**src/rtl/alu_pwr_seq.sv**
```systemverilog
// alu_pwr_seq: power sequencer for the ALU power domain.
// Converts single-cycle sleep/wake requests into an ordered sequence on
// alu_pwr_en / iso_en / save / restore. It also gates the ALU start strobe
// so that no operation is launched outside ACTIVE.
//
// state      | meaning
// -----------+-----------------------------------------------------------
// ACTIVE  0  | domain powered, outputs live, starts allowed
// DRAIN   1  | starts blocked, waiting for the in-flight op to finish
// SAVE    2  | one-cycle state-save strobe
// ISO_ON  3  | isolation up, held ISO_SETUP cycles before power drops
// OFF     4  | domain unpowered, isolated
// PWR_ON  5  | power back, isolated, held PWR_UP cycles to settle
// RESTORE 6  | one-cycle state-restore strobe
// ISO_OFF 7  | isolation released, one cycle before ACTIVE
// RSVD    8  | reserved; any illegal encoding falls back to ACTIVE
module alu_pwr_seq #(
  parameter int ISO_SETUP = 2,
  parameter int PWR_UP    = 4,
  parameter int CNT_W     = 4
) (
  input  logic       clk,
  input  logic       rst_n,
  input  logic       sleep_req,
  input  logic       wake_req,
  input  logic       start_in,
  input  logic       alu_busy,
  output logic       start_out,
  output logic       alu_pwr_en,
  output logic       iso_en,
  output logic       save,
  output logic       restore,
  output logic       alu_ready,
  output logic       alu_off,
  output logic [3:0] seq_state
);

  typedef enum logic [3:0] {
    ST_ACTIVE  = 4'd0,
    ST_DRAIN   = 4'd1,
    ST_SAVE    = 4'd2,
    ST_ISO_ON  = 4'd3,
    ST_OFF     = 4'd4,
    ST_PWR_ON  = 4'd5,
    ST_RESTORE = 4'd6,
    ST_ISO_OFF = 4'd7,
    ST_RSVD    = 4'd8
  } state_t;

  localparam logic [CNT_W-1:0] ISO_LAST = CNT_W'(ISO_SETUP - 1);
  localparam logic [CNT_W-1:0] PWR_LAST = CNT_W'(PWR_UP - 1);

  state_t             state;
  state_t             next_state;
  logic [CNT_W-1:0]   cnt;
  logic               wake_pend;
  logic               sleep_pend;
  logic               start_d;

  // Starts reach the ALU only while the domain is fully active.
  assign start_out = start_in & (state == ST_ACTIVE);
  assign seq_state = state;

  // Next-state decode; pending flags let a request raised mid-sequence take
  // effect as soon as the opposite sequence has completed.
  always_comb begin
    next_state = state;
    case (state)
      ST_ACTIVE:  if (sleep_req || sleep_pend) next_state = ST_DRAIN;
      ST_DRAIN:   if (!alu_busy && !start_d)   next_state = ST_SAVE;
      ST_SAVE:    next_state = ST_ISO_ON;
      ST_ISO_ON:  if (cnt == ISO_LAST)         next_state = ST_OFF;
      ST_OFF:     if (wake_req || wake_pend)   next_state = ST_PWR_ON;
      ST_PWR_ON:  if (cnt == PWR_LAST)         next_state = ST_RESTORE;
      ST_RESTORE: next_state = ST_ISO_OFF;
      ST_ISO_OFF: next_state = ST_ACTIVE;
      default:    next_state = ST_ACTIVE;
    endcase
  end

  // State, delay counter, pending flags and outputs, all registered from
  // next_state so each output moves on the same edge as its state.
  always_ff @(posedge clk or negedge rst_n) begin
    if (!rst_n) begin
      state      <= ST_ACTIVE;
      cnt        <= '0;
      wake_pend  <= 1'b0;
      sleep_pend <= 1'b0;
      start_d    <= 1'b0;
      alu_pwr_en <= 1'b1;
      iso_en     <= 1'b0;
      save       <= 1'b0;
      restore    <= 1'b0;
      alu_ready  <= 1'b1;
      alu_off    <= 1'b0;
    end else begin
      state   <= next_state;
      start_d <= start_out;

      if (next_state != state)
        cnt <= '0;
      else if (state == ST_ISO_ON || state == ST_PWR_ON)
        cnt <= cnt + CNT_W'(1);

      if (state == ST_OFF && next_state == ST_PWR_ON)
        wake_pend <= 1'b0;
      else if (wake_req && (state inside {ST_DRAIN, ST_SAVE, ST_ISO_ON}))
        wake_pend <= 1'b1;

      if (state == ST_ACTIVE && next_state == ST_DRAIN)
        sleep_pend <= 1'b0;
      else if (sleep_req && (state inside {ST_PWR_ON, ST_RESTORE, ST_ISO_OFF}))
        sleep_pend <= 1'b1;

      alu_pwr_en <= (next_state != ST_OFF);
      iso_en     <= (next_state inside {ST_ISO_ON, ST_OFF, ST_PWR_ON, ST_RESTORE});
      save       <= (next_state == ST_SAVE);
      restore    <= (next_state == ST_RESTORE);
      alu_ready  <= (next_state == ST_ACTIVE);
      alu_off    <= (next_state == ST_OFF);
    end
  end

endmodule

```
**config.mk**
```make
export PLATFORM = sky130hd
export DESIGN_NAME = alu_pwr_seq
export DESIGN_NICKNAME = d
export VERILOG_FILES = /design/src/rtl/alu_pwr_seq.sv
export SDC_FILE = /design/constraint.sdc
export NUM_CORES = 1
export LEC_CHECK = 0
export ABC_AREA = 1
export CORE_UTILIZATION = 52
export DETAILED_ROUTE_END_ITERATION = 8
export PLACE_DENSITY_LB_ADDON = 0.08
export SLEW_MARGIN = 20
export SYNTH_ARGS = -nofsm -noshare
export SYNTH_HDL_FRONTEND = slang
export SYNTH_SLANG_ARGS = --single-unit
```
**constraint.sdc**
```tcl
create_clock -name clk -period 1.9 [get_ports clk]
set_input_delay 0.38 -clock clk [delete_from_list [all_inputs] [get_ports clk]]
set_output_delay 0.38 -clock clk [all_outputs]
set_load 0.03 [all_outputs]
```
== After elaboration in Yosys (flattened, before gate mapping) ==
Cells that the tools add are included.
Operators by class
  bitwise gates (word level): 1
  reduce and logical (&&, ||, !) cells: 18
  multiplexer cells: 12
  equality and inequality tests: 17
  add/sub/neg operators: 1
Operator list (count)
  $eq 4x3->1 const B: 7
  $mux 4: 7
  $pmux 4 s7: 1
  $eq 4x2->1 const B: 5
  $eq 4x1->1 const B: 3
  $logic_not 4->1: 2
  $reduce_bool 2->1: 3
  $reduce_bool 3->1: 2
  $logic_and 1x1->1: 5
  $add 4x1->4 const B: 1
  $mux 1: 4
  $ne 4x3->1 const B: 1
  $ne 4x4->1: 1
  $reduce_bool 4->1: 1
  $logic_or 1x1->1: 3
  $logic_not 1->1: 2
  $and 1x1->1: 1
Word-level totals
  logic and storage cells: 60
  register bits after elaboration: 17
  input port bits: 6

== Depth between registers and ports, before layout ==
  depth in word-level cells: 7
  depth in mapped cells: 10
  gate-level depth less buffers: 10

== Worst setup path before layout ==
Ideal clock, no wire load.
  path kind: reg-to-output
  start: register state[3] (netlist: seq_state[3])
  end: output start_out
  required time: 1.520 ns
  cell stages (with the launch flop): 3
  arrival: 1.111 ns
  slack: 0.409 ns
  path through: dfrtp_1 -> nor2_2 -> and3_2
On the way
  cells in the longest elaborated chain, start to end: 2
RTL lines
  from (decl): RTL line 53  | state_t state;
  from (signal assigned): RTL line 97  | state <= next_state;
  $logic_not 4->1: RTL line 61  | assign start_out = start_in & (state == ST_ACTIVE);
  $and 1x1->1: RTL line 61
  to (decl): RTL line 28  | output logic start_out,
No other way between the ends.

== Final worst setup path ==
  start: register state[0] (netlist: seq_state[0])
  end: output seq_state[0]
RTL lines
  to (decl): RTL line 35  | output logic [3:0] seq_state
No word-level cell between the ends.

==> results.cfg <==
[placement]
place_inst = 131
port_buffers = 16
dpl.hpwl_um = 1200
gp_congestion = 0.8901

[sta]
fin_tns_setup_ns = 0
setup_viol = 0
fin_crit_sh_pct = 97.66
finClkSkew_ns = 0.006184
finalCriticalPeriod_ns = 1.856
slew_viol_final = 0
rsz0062_at_grt = false
finalHoldViolations = 0
fmax_ghz = 0.5389

[critical_path]
path_max_fanout = 6
endpoint_kind = output port
critPathLaunchType = flip-flop
reg2reg_to = cnt[3]
crit_chain = clkdlybuf4s50_1
cp_top_family = buffers and inverters
r2r_slack_ns = 0.48
rr_startpoint = seq_state[3]
slowest_delay_ns = 0.72
cp_data_required_time_ns = 1.52
worst_path_max_delay_cell = clkdlybuf4s50_1
reg2reg_depth = 7
crit_arrival_ns = 1.48
timing.setup.critical_path_class = reg2out
critPathBufInv = 1

[clocking]
path_clk_slew_ns = 0.10
cts_root_buf = clkbuf_4
cts_tree = done
cts_buffers = 3
clock_latency_ns = 0.29
postCtsHoldBufs = 0
cts_sinks = 17
cts-htree-levels = 1
clock_path_buffers = 2

[routing]
drt-total-wl_um = 1547
wl_per_cell_um = 11.46
drc = 0
ant_nets = 0
firstDrtPassIters = 4
drt_iter0_drc = 11
vias_per_cell = 5.044
vias = 681

[logic_synthesis]
yosysTopAreaCell = dfrtp_1
synth_mux_area_share_pct = 1.185
synth_ff_type = dfrtp_1
synth_fa_ha_area_share_pct = 2.963
syn_inst = 98
synth_area_leaders = dfrtp_1 (44%), inv_1 (8.0%), nor2_1 (7.1%), dfstp_2 (6.2%), nand2_1 (5.8%)
synth_compound_area_share_pct = 5.481
syn_avg_cell_area_um2 = 8.618
yosysUniqueCellTypes = 25
synthArstFlopShare_pct = 100.0
synthXorXnorAreaFrac_pct = 3.111
synth_warnings = 0
synth_top_family_by_area = simple AND/OR/NAND/NOR gates
synth-seq-cells = 17
syn-num-nets = 106
yosysSeqAreaShare_pct = 50.67
syn_area_um2 = 844.6
synth_simple_gate_area_share_pct = 27.26
synth_top_area_share_pct = 44.44
synth_edf_count = 0

[pwr]
clkPwrFrac_pct = 19.1
p_leak_uw = 0.0005391
p_int_uw = 625.3
seq_power_share_pct = 44.5
pwr-share-comb_pct = 36.3
p_switching_uw = 382.9
irDropWorstVdd_uv = 542.3
p_per_area_nw_per_um2 = 950.2
power_switching_share_pct = 37.98
power.total_uw = 1008

[job]
max-cap-violations = 0

[min_path]
hold_path.class = in2async

[die]
die_area_um2 = 1789
dieHeight_um = 42.30
core_area_um2 = 1506
row_count = 14
start_util_pct = 56.06
top_level_ports = 17
die_width_um = 42.30

[global_route]
grt_pass1_wl_um = 2684
grt_overflow = 0
grt_pass1_vias = 638
antenna_found_initial = 0
grt_max_degree = 11
grt.total_usage_pct = 20.49

[finish]
drive_above_1_share_pct = 16.81
final_nets = 128
final_common_cell = inv_1
synthToLayoutAreaGrowth_pct = 25.63
n_antenna_cell = 0
finalNonFillerCells = 135
final_cell_mix = inv_1 (18), nor2_1 (15), dfrtp_1 (15)

[run_status]
outcome = finished, final reports clean
## state kept, by name, indices dropped and copies added (netlist names)
register / count
iso_en: 1
alu_off: 1
restore: 1
wake_pend: 1
start_d: 1
sleep_pend: 1
cnt: 4
seq_state: 4
save: 1
alu_pwr_en: 1
alu_ready: 1
## how the worst max path moves through the flow
| stage | startpoint | end | cells after the start |
|---|---|---|---|
| CTS | seq_state[3] | seq_state[3] | 1 |
| finish | seq_state[0] | seq_state[0] | 1 |
| global route | seq_state[3] | start_out | 3 |
| detailed placement | wake_req | cnt[3] | 10 |
| global placement | wake_req | cnt[3] | 10 |
| floorplan | seq_state[3] | start_out | 2 |
## metal layers
metal	share of wire [%]	GRT usage, %	vias up	wire length, um
li1	-	-	341	-
met1	46	28.49	314	716
met2	46	30.15	21	711
met3	5.3	3.879	5	82
met4	2.4	11.25	0	37
met5	0	0	-	0
## per-stage QoR
step / area, um2 / setup slack, ns / util, % / hold slack (ns)
after global routing: 1061 / 0.006475 / 70.43 / 0.3505
after floorplan: 844.6 / 0.4089 / - / 0.08441
after detailed placement: 1030 / 0.2241 / 68.36 / 0.4839
after CTS: 1056 / 0.02065 / 70.10 / 0.3386
after global placement: 1030 / 0.2583 / 68.36 / 0.4734
final: 1061 / 0.04448 / 70.43 / 0.3317
## power groups by stage
stage	registers, uW	clock network (uW)	logic (uW)
after global placement	452	0	359
after CTS	445	203	365
after detailed placement	452	0	363
final	449	193	366
after floorplan	517	0	165
after global routing	454	214	401
## cells by family (layout without fill, tap and decap cells)
family | after synthesis | count (layout)
simple gates | 48 | 48
buf+inv | 20 | 41
xor+xnor | 3 | 3
compound gates | 6 | 6
flops | 17 | 17
other cells | 1 | 1
fa+ha+maj | 2 | 2
mux | 1 | 1
## cell type report
| cell class | count | area, um2 |
|---|---|---|
| fill | 119 | 445.4 |
| timing repair buffer | 17 | 167.7 |
| clock buffer | 4 | 26.28 |
| sequential | 17 | 427.9 |
| multi-input combinational | 61 | 344.1 |
| inverter | 20 | 75.07 |
| tap | 16 | 20.02 |
## repair_timing
item                                    4_1_cts  5_1_grt
endpoints found under the setup margin        0        2
resized for setup                             0        2
setup buffers                                 0        0
## synth_stat cells, types with 3 or more instances
master / n
nand2_1: 13
inv_1: 18
nand2_2: 3
nand3_1: 7
nor2_1: 16
dfrtp_1: 15
Power figures use the tool's default switching activity.
